### src/rtl/shiftadd_operand_feeder.sv
// ---------------------------------------------------------------------------
// shiftadd_operand_feeder
//
// Producer-side front end for the shift-add folding reducer. Accepts an
// operand pair (a, b) and modulus m over a valid/ready handshake, range
// checks them, finds the bit-length of m with an MSB-down scan, forms the
// full product a*b with an LSB-first shift-add multiplier, and presents
// {x, m, m_bl} on a registered valid/ready output.
//
// Ports:
//   clk_i        clock, rising edge
//   rst_i        asynchronous active-high reset
//   in_valid_i   request valid
//   in_ready_o   feeder can accept (only while idle)
//   a_i, b_i     operands, must be < m
//   m_i          modulus, must be >= 2
//   out_valid_o  result valid
//   out_ready_i  downstream accepts result
//   x_o          product a*b (zero on error)
//   m_o          zero-extended modulus
//   m_bl_o       bit-length of m (zero on error)
//   err_o        range check failed (qualified by out_valid_o)
// ---------------------------------------------------------------------------
module shiftadd_operand_feeder #(
  parameter int DATA_LENGTH   = 64,
  parameter int OPERAND_WIDTH = 32
) (
  input  logic                     clk_i,
  input  logic                     rst_i,
  input  logic                     in_valid_i,
  output logic                     in_ready_o,
  input  logic [OPERAND_WIDTH-1:0] a_i,
  input  logic [OPERAND_WIDTH-1:0] b_i,
  input  logic [OPERAND_WIDTH-1:0] m_i,
  output logic                     out_valid_o,
  input  logic                     out_ready_i,
  output logic [DATA_LENGTH-1:0]   x_o,
  output logic [DATA_LENGTH-1:0]   m_o,
  output logic [DATA_LENGTH-1:0]   m_bl_o,
  output logic                     err_o
);

  localparam int IDX_W = $clog2(OPERAND_WIDTH);
  localparam int BL_W  = IDX_W + 1;
  localparam int EXT_W = DATA_LENGTH - OPERAND_WIDTH;

  localparam logic [OPERAND_WIDTH-1:0] M_MIN    = OPERAND_WIDTH'(2);
  localparam logic [IDX_W-1:0]         IDX_TOP  = IDX_W'(OPERAND_WIDTH - 1);
  localparam logic [IDX_W-1:0]         IDX_ONE  = IDX_W'(1);
  localparam logic [BL_W-1:0]          BL_ONE   = BL_W'(1);
  localparam logic [DATA_LENGTH-1:0]   DATA_ZERO = DATA_LENGTH'(0);

  typedef enum logic [2:0] {
    S_IDLE  = 3'd0,
    S_CHECK = 3'd1,
    S_SCAN  = 3'd2,
    S_MUL   = 3'd3,
    S_DONE  = 3'd4
  } state_t;

  state_t                   state_q,     state_d;
  logic [OPERAND_WIDTH-1:0] a_q,         a_d;
  logic [OPERAND_WIDTH-1:0] b_q,         b_d;
  logic [OPERAND_WIDTH-1:0] m_q,         m_d;
  logic [IDX_W-1:0]         idx_q,       idx_d;
  logic [BL_W-1:0]          bl_q,        bl_d;
  logic [BL_W-1:0]          cnt_q,       cnt_d;
  logic [DATA_LENGTH-1:0]   acc_q,       acc_d;
  logic [DATA_LENGTH-1:0]   mcand_q,     mcand_d;
  logic [OPERAND_WIDTH-1:0] bsh_q,       bsh_d;
  logic                     in_ready_q,  in_ready_d;
  logic                     out_valid_q, out_valid_d;
  logic [DATA_LENGTH-1:0]   x_q,         x_d;
  logic [DATA_LENGTH-1:0]   m_out_q,     m_out_d;
  logic [DATA_LENGTH-1:0]   m_bl_q,      m_bl_d;
  logic                     err_q,       err_d;

  logic [DATA_LENGTH-1:0]   sum_s;
  logic [BL_W-1:0]          bl_found_s;

  // Partial-product step and bit-length candidate shared by MUL/SCAN.
  always_comb begin
    sum_s      = bsh_q[0] ? (acc_q + mcand_q) : acc_q;
    bl_found_s = {1'b0, idx_q} + BL_ONE;
  end

  // Next-state and next-output logic for the feeder FSM.
  always_comb begin
    state_d     = state_q;
    a_d         = a_q;
    b_d         = b_q;
    m_d         = m_q;
    idx_d       = idx_q;
    bl_d        = bl_q;
    cnt_d       = cnt_q;
    acc_d       = acc_q;
    mcand_d     = mcand_q;
    bsh_d       = bsh_q;
    in_ready_d  = in_ready_q;
    out_valid_d = out_valid_q;
    x_d         = x_q;
    m_out_d     = m_out_q;
    m_bl_d      = m_bl_q;
    err_d       = err_q;

    case (state_q)
      S_IDLE: begin
        if (in_valid_i && in_ready_q) begin
          a_d        = a_i;
          b_d        = b_i;
          m_d        = m_i;
          in_ready_d = 1'b0;
          state_d    = S_CHECK;
        end else begin
          state_d = S_IDLE;
        end
      end

      S_CHECK: begin
        if ((m_q < M_MIN) || (a_q >= m_q) || (b_q >= m_q)) begin
          x_d     = DATA_ZERO;
          m_out_d = {{EXT_W{1'b0}}, m_q};
          m_bl_d  = DATA_ZERO;
          err_d   = 1'b1;
          state_d = S_DONE;
        end else begin
          idx_d   = IDX_TOP;
          state_d = S_SCAN;
        end
      end

      // m >= 2 guarantees a set bit, so the scan always ends before idx wraps.
      S_SCAN: begin
        if (m_q[idx_q]) begin
          bl_d    = bl_found_s;
          cnt_d   = bl_found_s;
          acc_d   = DATA_ZERO;
          mcand_d = {{EXT_W{1'b0}}, a_q};
          bsh_d   = b_q;
          state_d = S_MUL;
        end else begin
          idx_d = idx_q - IDX_ONE;
        end
      end

      // b < m, so every bit of b at or above m_bl is zero: m_bl steps suffice.
      S_MUL: begin
        acc_d   = sum_s;
        mcand_d = mcand_q << 1;
        bsh_d   = bsh_q >> 1;
        cnt_d   = cnt_q - BL_ONE;
        if (cnt_q == BL_ONE) begin
          x_d         = sum_s;
          m_out_d     = {{EXT_W{1'b0}}, m_q};
          m_bl_d      = {{(DATA_LENGTH-BL_W){1'b0}}, bl_q};
          err_d       = 1'b0;
          out_valid_d = 1'b1;
          state_d     = S_DONE;
        end else begin
          state_d = S_MUL;
        end
      end

      // The error path arrives here with out_valid low; it is raised one
      // cycle later so an error response appears two edges after acceptance.
      S_DONE: begin
        if (!out_valid_q) begin
          out_valid_d = 1'b1;
        end else if (out_ready_i) begin
          out_valid_d = 1'b0;
          in_ready_d  = 1'b1;
          state_d     = S_IDLE;
        end else begin
          state_d = S_DONE;
        end
      end

      default: begin
        state_d     = S_IDLE;
        in_ready_d  = 1'b1;
        out_valid_d = 1'b0;
      end
    endcase
  end

  // State and output registers with asynchronous clear.
  always_ff @(posedge clk_i or posedge rst_i) begin
    if (rst_i) begin
      state_q     <= S_IDLE;
      a_q         <= '0;
      b_q         <= '0;
      m_q         <= '0;
      idx_q       <= '0;
      bl_q        <= '0;
      cnt_q       <= '0;
      acc_q       <= '0;
      mcand_q     <= '0;
      bsh_q       <= '0;
      in_ready_q  <= 1'b1;
      out_valid_q <= 1'b0;
      x_q         <= '0;
      m_out_q     <= '0;
      m_bl_q      <= '0;
      err_q       <= 1'b0;
    end else begin
      state_q     <= state_d;
      a_q         <= a_d;
      b_q         <= b_d;
      m_q         <= m_d;
      idx_q       <= idx_d;
      bl_q        <= bl_d;
      cnt_q       <= cnt_d;
      acc_q       <= acc_d;
      mcand_q     <= mcand_d;
      bsh_q       <= bsh_d;
      in_ready_q  <= in_ready_d;
      out_valid_q <= out_valid_d;
      x_q         <= x_d;
      m_out_q     <= m_out_d;
      m_bl_q      <= m_bl_d;
      err_q       <= err_d;
    end
  end

  assign in_ready_o  = in_ready_q;
  assign out_valid_o = out_valid_q;
  assign x_o         = x_q;
  assign m_o         = m_out_q;
  assign m_bl_o      = m_bl_q;
  assign err_o       = err_q;

endmodule
### config.mk
export PLATFORM = sky130hd
export DESIGN_NAME = shiftadd_operand_feeder
export DESIGN_NICKNAME = d
export VERILOG_FILES = /design/src/rtl/shiftadd_operand_feeder.sv
export SDC_FILE = /design/constraint.sdc
export NUM_CORES = 1
export LEC_CHECK = 0
export CORE_MARGIN = 2
export CORE_UTILIZATION = 50
export CTS_BUF_LIST = sky130_fd_sc_hd__clkbuf_2 sky130_fd_sc_hd__clkbuf_4 sky130_fd_sc_hd__clkbuf_8
export CTS_CLUSTER_DIAMETER = 40
export CTS_CLUSTER_SIZE = 25
export DETAILED_ROUTE_END_ITERATION = 16
export PLACE_DENSITY = 0.84
export SKIP_CTS_REPAIR_TIMING = 1
export SLEW_MARGIN = 10
export SYNTH_ARGS = -nofsm -noshare
export SYNTH_HDL_FRONTEND = slang
export SYNTH_SLANG_ARGS = --single-unit
### constraint.sdc
create_clock -name clk_i -period 18.24 [get_ports clk_i]
set_clock_uncertainty 0.1 [all_clocks]
set_input_delay 3.648 -clock clk_i [delete_from_list [all_inputs] [get_ports clk_i]]
set_output_delay 3.648 -clock clk_i [all_outputs]
set_load 0.005 [all_outputs]
Yosys cells after proc, flatten, opt, wreduce, memory -nomap -nowiden
Index checks and enable logic that the tools add are counted.
{"block": "classes", "addsub": 4, "n_lt_le_gt_ge": 4, "n_eq_ne": 13, "muxes": 40, "n_bitwise": 2, "n_reduce_logical": 17}
{"operator": "$pmux 64 s2", "n": 5}
{"operator": "$mux 64", "n": 8}
{"operator": "$add 64x64->64", "n": 1}
{"operator": "$ge 32x32->1", "n": 2}
{"operator": "$pmux 32 s2", "n": 1}
{"operator": "$lt 32x2->1 const B", "n": 1}
{"operator": "$mux 32", "n": 1}
{"operator": "$ne 2x2->1 const B", "n": 8}
{"operator": "$mux 3", "n": 5}
{"operator": "$pmux 3 s5", "n": 1}
{"operator": "$pmux 6 s2", "n": 1}
{"operator": "$mux 1", "n": 10}
{"operator": "$mux 5", "n": 2}
{"operator": "$pmux 5 s2", "n": 1}
{"operator": "$reduce_and 2->1", "n": 5}
{"operator": "$add 5x1->6 const B", "n": 1}
{"operator": "$eq 3x2->1 const B", "n": 2}
{"operator": "$eq 6x1->1 const B", "n": 1}
{"operator": "$lt 5x6->1 const B", "n": 1}
{"operator": "$mux 6", "n": 1}
{"operator": "$pmux 1 s3", "n": 2}
{"operator": "$reduce_and 3->1", "n": 2}
{"operator": "$reduce_bool 2->1", "n": 3}
{"operator": "$reduce_or 3->1", "n": 2}
{"operator": "other kinds (11)", "n": 13}
{"block": "totals", "regBits": 471, "inputBits": 100, "output_inout_bits": 195, "elab_cells": 96}

Depth between registers and ports, before layout
Gate-level depths: netlist of the first run.
{"block": "depth", "ltp_word": 5, "mapped_depth": 15, "mapped_depth_nobuf": 14}

Worst setup path before layout of the first run
No wires, ideal clock.
{"block": "synth_timing", "path_kind": "input port to flip-flop", "from": "input port in_valid_i", "to": "register a_q[0]", "setup_time_ps": 125, "t_arrival_ps": 5001, "required_time_ps": 18015, "setup_slack_ps": 13015, "path_stages": 5, "n_path_buf": 2, "cell_sequence": "nor2b_1 > nand3_1 > clkbuf_1 > clkbuf_1 > mux2_2"}
{"block": "synth_between", "elab_chain_cells": 2}
{"item": "start: declaration", "line_no": "30", "rtl": "input logic in_valid_i,"}
{"item": "$logic_and 1x1->1", "line_no": "108", "rtl": "if (in_valid_i && in_ready_q) begin"}
{"item": "$reduce_and 2->1 (no source line)"}
{"item": "end signal: assignment", "line_no": "190", "rtl": "a_q <= '0;"}
{"item": "end signal: assignment", "line_no": "207", "rtl": "a_q <= a_d;"}
{"item": "end: declaration", "line_no": "62", "rtl": "logic [OPERAND_WIDTH-1:0] a_q, a_d;"}
Every way passes these cells.
A chain may end at the register's enable or synchronous reset.

Worst setup path in the final report of the first run
{"block": "layout_timing", "from": "register in_ready_q (netlist: in_ready_o)", "to": "output port in_ready_o"}
{"item": "start: declaration", "line_no": "71", "rtl": "logic in_ready_q, in_ready_d;"}
{"item": "start signal: assignment", "line_no": "216", "rtl": "in_ready_q <= in_ready_d;"}
{"item": "end: declaration", "line_no": "31", "rtl": "output logic in_ready_o,"}
No word-level cell between the ends.

==> impl_metrics.json, run 1 <==
{
  "synth-seq-cells": 381,
  "max_stage_delay_ps": 600,
  "clock_latency_ps": 690,
  "final_util_pct": 58.6,
  "die_w_um": 211,
  "synth_edf_count": 0,
  "grtUsageMet2_pct": 42.2,
  "grtUsageTotal_pct": 26.3,
  "endpoint": "in_ready_o",
  "drive_above_1_share_pct": 11.2,
  "postPlaceCellArea_um2": 23500,
  "crit_start": "in_ready_o",
  "root_buffer": "clkbuf_8",
  "syn_avg_cell_area_um2": 9.62,
  "wirelength_mm": 58.6,
  "cp.depth": 1,
  "nNetsFinal": 2613,
  "io_pins": 295,
  "cts_buffer_depth": 3,
  "numCtsBuffers": 49,
  "grt_pass1_wl_mm": 93.0,
  "start_util_pct": 50.9,
  "rsz0062_at_grt": "false",
  "yosysMostFrequentCell": "dfrtp_1",
  "end_kind": "output pin",
  "reg2reg_to": "x_o[20]",
  "clkSlewWorstSetupHoldPaths_ps": 90,
  "start_kind": "flop",
  "r2r_slack_ps": 13460,
  "grt_most_used_layer": "met2",
  "use_met1_pct": 36.8,
  "synth_area_um2": 21500,
  "crit_chain": "clkdlybuf4s50_1",
  "r2r_start": "m_q[0]",
  "cts_max_level": 2,
  "hold_viol": 0,
  "netlist.area_leader.share_pct": 44.3,
  "drc": 0,
  "firstDrtPassIters": 5,
  "cts_tree": "built",
  "num_rows": 75,
  "postLayoutCellArea_um2": 24800,
  "hold_path.class": "flop to flop",
  "p_per_area_nw_per_um2": 141,
  "cp_top_family": "flip-flops",
  "max_cap_viol_count": 0,
  "fin_crit_sh_pct": 30.6,
  "crit_slowest_cell": "dfstp_2",
  "cp.required_ps": 14490,
  "area_delta_synth_final_pct": 15.2,
  "layout_setup_ws_ps": 12660,
  "yosysWarnings": 0,
  "timing.critical_path.buf_inv": 1,
  "grt_pass1_vias": 16900,
  "grt_max_degree": 192,
  "pre_cts_ws_ps": 12100,
  "yosys-top-cells-area": "dfrtp_1 44%, ha_1 7.6%, mux2_2 6.8%",
  "synth_top_area_cell": "dfrtp_1",
  "reg2reg_depth": 12,
  "fillers": 3478,
  "antenna_found_initial": 2,
  "synthArstFlopShare_pct": 100,
  "final_antenna_net_count": 0,
  "tns_ps": 0,
  "ys_top_cells_by_count": "380 x dfrtp_1, 362 x nand2_1, 146 x nor2_1",
  "ys_types": 74,
  "period_needed_ps": 5580,
  "fmax_mhz": 179,
  "crit_fanout": 4,
  "use_met3_pct": 4.04,
  "hpwl_mm": 42.5,
  "routedWlPerCell_um": 19.8,
  "core_area_um2": 42200,
  "leakage_nw": 11.8,
  "worst_pin_slew_ps": 1210,
  "ys.flop_type": "dfrtp_1",
  "synth_cells": 2233,
  "clkSinkCount": 381,
  "slew_headroom_pct": 19.2,
  "overflow": 0,
  "dieArea_um2": 44600,
  "final-setup-viol-count": 0,
  "drv_slew": 0,
  "critical_path_class": "flop to output pin",
  "num_vias": 17300,
  "port_buffers": 204,
  "initialDrtViolationCount": 1477,
  "worst_ep_arrival_time_ps": 1830,
  "vdd_ir_drop_max_v": 0.0000999,
  "place_congestion": 0.932,
  "avgViaCountPerCell": 5.84,
  "synth-seq-area-share_pct": 44.4,
  "status": "finished, final reports clean",
  "die_y_um": 211
}
[registers in the layout, summed over array words and instances (netlist names), 32 cells and up]
| name | cells |
|---|---|
| x_o | 64 |
| mcand_q | 64 |
| bsh_q | 32 |
| b_q | 32 |
| acc_q | 64 |
| m_o | 32 |
| a_q | 32 |
| m_q | 32 |
[how the worst min path moves through the flow]
stage              end    start  cells after the start  slack, ps
3_5_place_dp   x_o[23]  x_o[23]                      2        370
5_1_grt        m_o[22]  m_o[22]                      2        410
3_3_place_gp   x_o[49]  x_o[49]                      1        360
2_1_floorplan  bl_q[0]  bl_q[0]                      1        350
4_1_cts        m_o[20]  m_o[20]                      2        390
6_report       m_o[22]  m_o[22]                      2        390
[kinds of logic after synthesis]
logic type                 count (synthesis)  share of synthesized area [%]
adders and majority gates                132                           7.72
xor gates and xnor gates                  67                           2.73
muxes                                    174                           9.44
AOI/OAI and AO/OA                        514                           15.2
and+or+nand+nor                          697                           14.1
other                                      1                         0.0175
DFF                                      381                           44.4
buffers and inverters                    267                           6.38
[metrics by stage]
step | hold slack (ps) | instances | total power [mW]
after floorplan | 350 | 2322 | 2.28
after global placement | 364 | 2869 | 2.64
after detailed placement | 371 | 2869 | 2.72
after CTS | 393 | 2961 | 3.49
after global routing | 411 | 2961 | 3.71
final | 386 | 2962 | 3.49
[cells in the final DEF (no fill, tap or decap), types with 10 or more instances in the layout]
master	netlist	routed
a211oi_1	14	14
a21o_1	85	85
a21oi_1	107	107
a22oi_1	12	12
a31oi_1	68	68
buf_4	90	12
clkbuf_8	0	53
clkdlybuf4s50_1	0	204
clkinv_8	0	10
conb_1	1	90
dfrtp_1	380	379
ha_1	131	131
inv_1	57	56
inv_8	0	10
mux2_2	129	129
mux2i_1	35	35
mux4_2	10	10
nand2_1	362	361
nand2b_1	13	13
nand3_1	63	62
nand4_1	29	29
nor2_1	146	145
nor3_1	19	19
nor4_1	12	12
o21a_1	10	10
o21ai_0	129	129
o21bai_1	10	10
o31ai_1	15	15
xnor2_1	39	39
xor2_1	28	28
[final cells by class]
| cell class | instances | area [um^2] | share of cell area, % |
|---|---|---|---|
| Clock buffer | 55 | 744 | 3.01 |
| Multi-Input combinational cell | 1674 | 11000 | 44.2 |
| Antenna cell | 1 | 2.50 | 0.0101 |
| Timing Repair Buffer | 217 | 2150 | 8.69 |
| Sequential cell | 381 | 9540 | 38.5 |
| Tap cell | 539 | 674 | 2.72 |
| Clock inverter | 37 | 467 | 1.89 |
| Inverter | 58 | 225 | 0.910 |
[report_power, final]
part	internal, mW	switching, mW
registers	1.10	0.276
logic	0.621	0.746
clock network	0.341	0.413
total	2.06	1.43
[tightest hold or removal path: cells and delay by family (launching register included)]
| family | cells | cell delay [ps] |
|---|---|---|
| flip-flops | 1 | 350 |
| AND/OR/NAND/NOR | 1 | 50 |
| AO/OA/AOI/OAI | 1 | 60 |
[routing by layer]
layer / up-vias / part of all wire, %
li1: 8000 / -
met2: 658 / 47
met3: 105 / 6.4
met5: - / 0.044
met4: 4 / 2.6
met1: 8539 / 44
Power figures use the tool's default switching activity.
==> inputs of run 2 (changes only) <==
clock period = 5.65 ns   (was 18.24 ns; I/O delays follow)
==> run 2 against run 1 <==
Utilization is essentially flat. Via count grew 0.68%. Sequential cell count is the same. Non-clock buffer count grew 4. Critical path depth grew 12. Final cell count grew 0.24%. Largest cell class unchanged.
==> impl_metrics.json, run 2 (synthesis gave the netlist of run 1 again) <==
{
  "status": "finished, final reports clean",
  "period_needed_ps": 4160,
  "num_vias": 17400,
  "start_util_pct": 50.9,
  "grt_max_degree": 164,
  "die_y_um": 211,
  "p_clk_share_pct": 21.0,
  "grtUsageMet2_pct": 41.9,
  "num_rows": 75,
  "io_pins": 295,
  "rsz0062_at_grt": "false",
  "use_met1_pct": 36.7,
  "antenna_found_initial": 3,
  "root_buffer": "clkbuf_8",
  "core_area_um2": 42200,
  "tns_ps": 0,
  "cts_buffer_depth": 3,
  "die_w_um": 211,
  "seq_power_share_pct": 39.8,
  "fmax_mhz": 240,
  "postLayoutCellArea_um2": 24700,
  "final_antenna_net_count": 0,
  "p_per_area_nw_per_um2": 454,
  "end_kind": "flop",
  "hold_viol": 0,
  "overflow": 0,
  "vdd_ir_drop_max_v": 0.000323,
  "dieArea_um2": 44600,
  "area_delta_synth_final_pct": 15.2,
  "min_path_cells": 2,
  "reg2reg_depth": 13,
  "grtUsageTotal_pct": 26.8,
  "worst_pin_slew_ps": 1050,
  "use_met3_pct": 4.67,
  "fin_crit_sh_pct": 73.7,
  "p_comb_share_pct": 39.3,
  "grt_most_used_layer": "met2",
  "final-setup-viol-count": 0,
  "cts_max_level": 2,
  "final_cell_mix": "379 x dfrtp_1, 361 x nand2_1, 204 x clkdlybuf4s50_1",
  "hpwl_mm": 43.6,
  "grt_pass1_wl_mm": 94.4,
  "cts_tree": "built",
  "slew_headroom_pct": 29.3,
  "power.share.switching_pct": 40.9,
  "start_kind": "flop",
  "final_common_cell": "dfrtp_1",
  "port_buffers": 204,
  "leakage_nw": 11.8,
  "p_switching_mw": 4.60,
  "drc": 0,
  "critical_path_class": "flop to flop",
  "power.internal_mw": 6.64,
  "grt_pass1_vias": 17100,
  "firstDrtPassIters": 5,
  "nNetsFinal": 2618,
  "place_congestion": 0.934,
  "crit_fanout": 126,
  "worst_ep_arrival_time_ps": 4590,
  "numCtsBuffers": 50,
  "clkSinkCount": 381,
  "dp_cells": 2873,
  "postPlaceCellArea_um2": 23600,
  "stdcell_count": 2969,
  "hold_path.class": "flop to flop",
  "drive_above_1_share_pct": 11.4,
  "cp.required_ps": 6080,
  "max_cap_viol_count": 0,
  "wirelength_mm": 59.4,
  "avgViaCountPerCell": 5.87,
  "initialDrtViolationCount": 1645,
  "r2r_slack_ps": 1490,
  "routedWlPerCell_um": 20.0,
  "clkSlewWorstSetupHoldPaths_ps": 90,
  "drv_slew": 0,
  "clock_latency_ps": 660
}
[run 2: cell type report]
| class | count | area [um^2] |
|---|---|---|
| fill | 3530 | 17500 |
| multi-input combinational | 1674 | 11000 |
| sequential | 381 | 9540 |
| timing repair buffer | 221 | 2210 |
| clock buffer | 53 | 723 |
| tap | 539 | 674 |
| clock inverter | 41 | 420 |
| inverter | 58 | 221 |
| antenna | 2 | 5.00 |
[run 2: per-stage QoR]
step           util, %  worst slack [ps]  power, mW  hold slack (ps)
2_1_floorplan        -              -699       7.36              350
3_3_place_gp      55.9              1790       8.55              361
3_5_place_dp      55.9              1620       8.82              370
5_1_grt           58.6              1230       11.9              407
6_report          58.6              1490       11.2              383
4_1_cts           58.6              1580       11.2              388
[run 2: power by group through the flow]
stage / clock network (mW) / logic, mW / registers (mW)
after global placement: 0 / 4.11 / 4.44
after CTS: 2.39 / 4.37 / 4.43
after global routing: 2.50 / 4.89 / 4.55
after floorplan: 0 / 3.29 / 4.07
after detailed placement: 0 / 4.34 / 4.48
final: 2.35 / 4.41 / 4.47
[run 2: final timing paths]
check,start,endpoint
max,m_q[9],x_o[32]
min,x_o[43],x_o[43]
max reg2reg,m_q[9],x_o[32]
min reg2reg,x_o[43],x_o[43]
max in group asynchronous,rst_i,acc_q[15]
min in group asynchronous,rst_i,a_q[5]
[run 2: per-layer routing]
layer | vias up | wire (um)
met5 | - | 0
met4 | 0 | 2630
met3 | 182 | 4650
met2 | 833 | 26900
met1 | 8384 | 25200
li1 | 8025 | -
[run 2: critical path, cell delays in order, from the launching register on]
cell and delay [ps]:
dfrtp_1 460, inv_1 150, ha_1 320, a21o_1 180
a21o_1 160, a21oi_1 150, nor2_1 60, a211oi_1 390
a211oi_1 140, o21ai_0 370, nand4_1 360, o21ai_4 270
buf_12 390, mux2_2 400
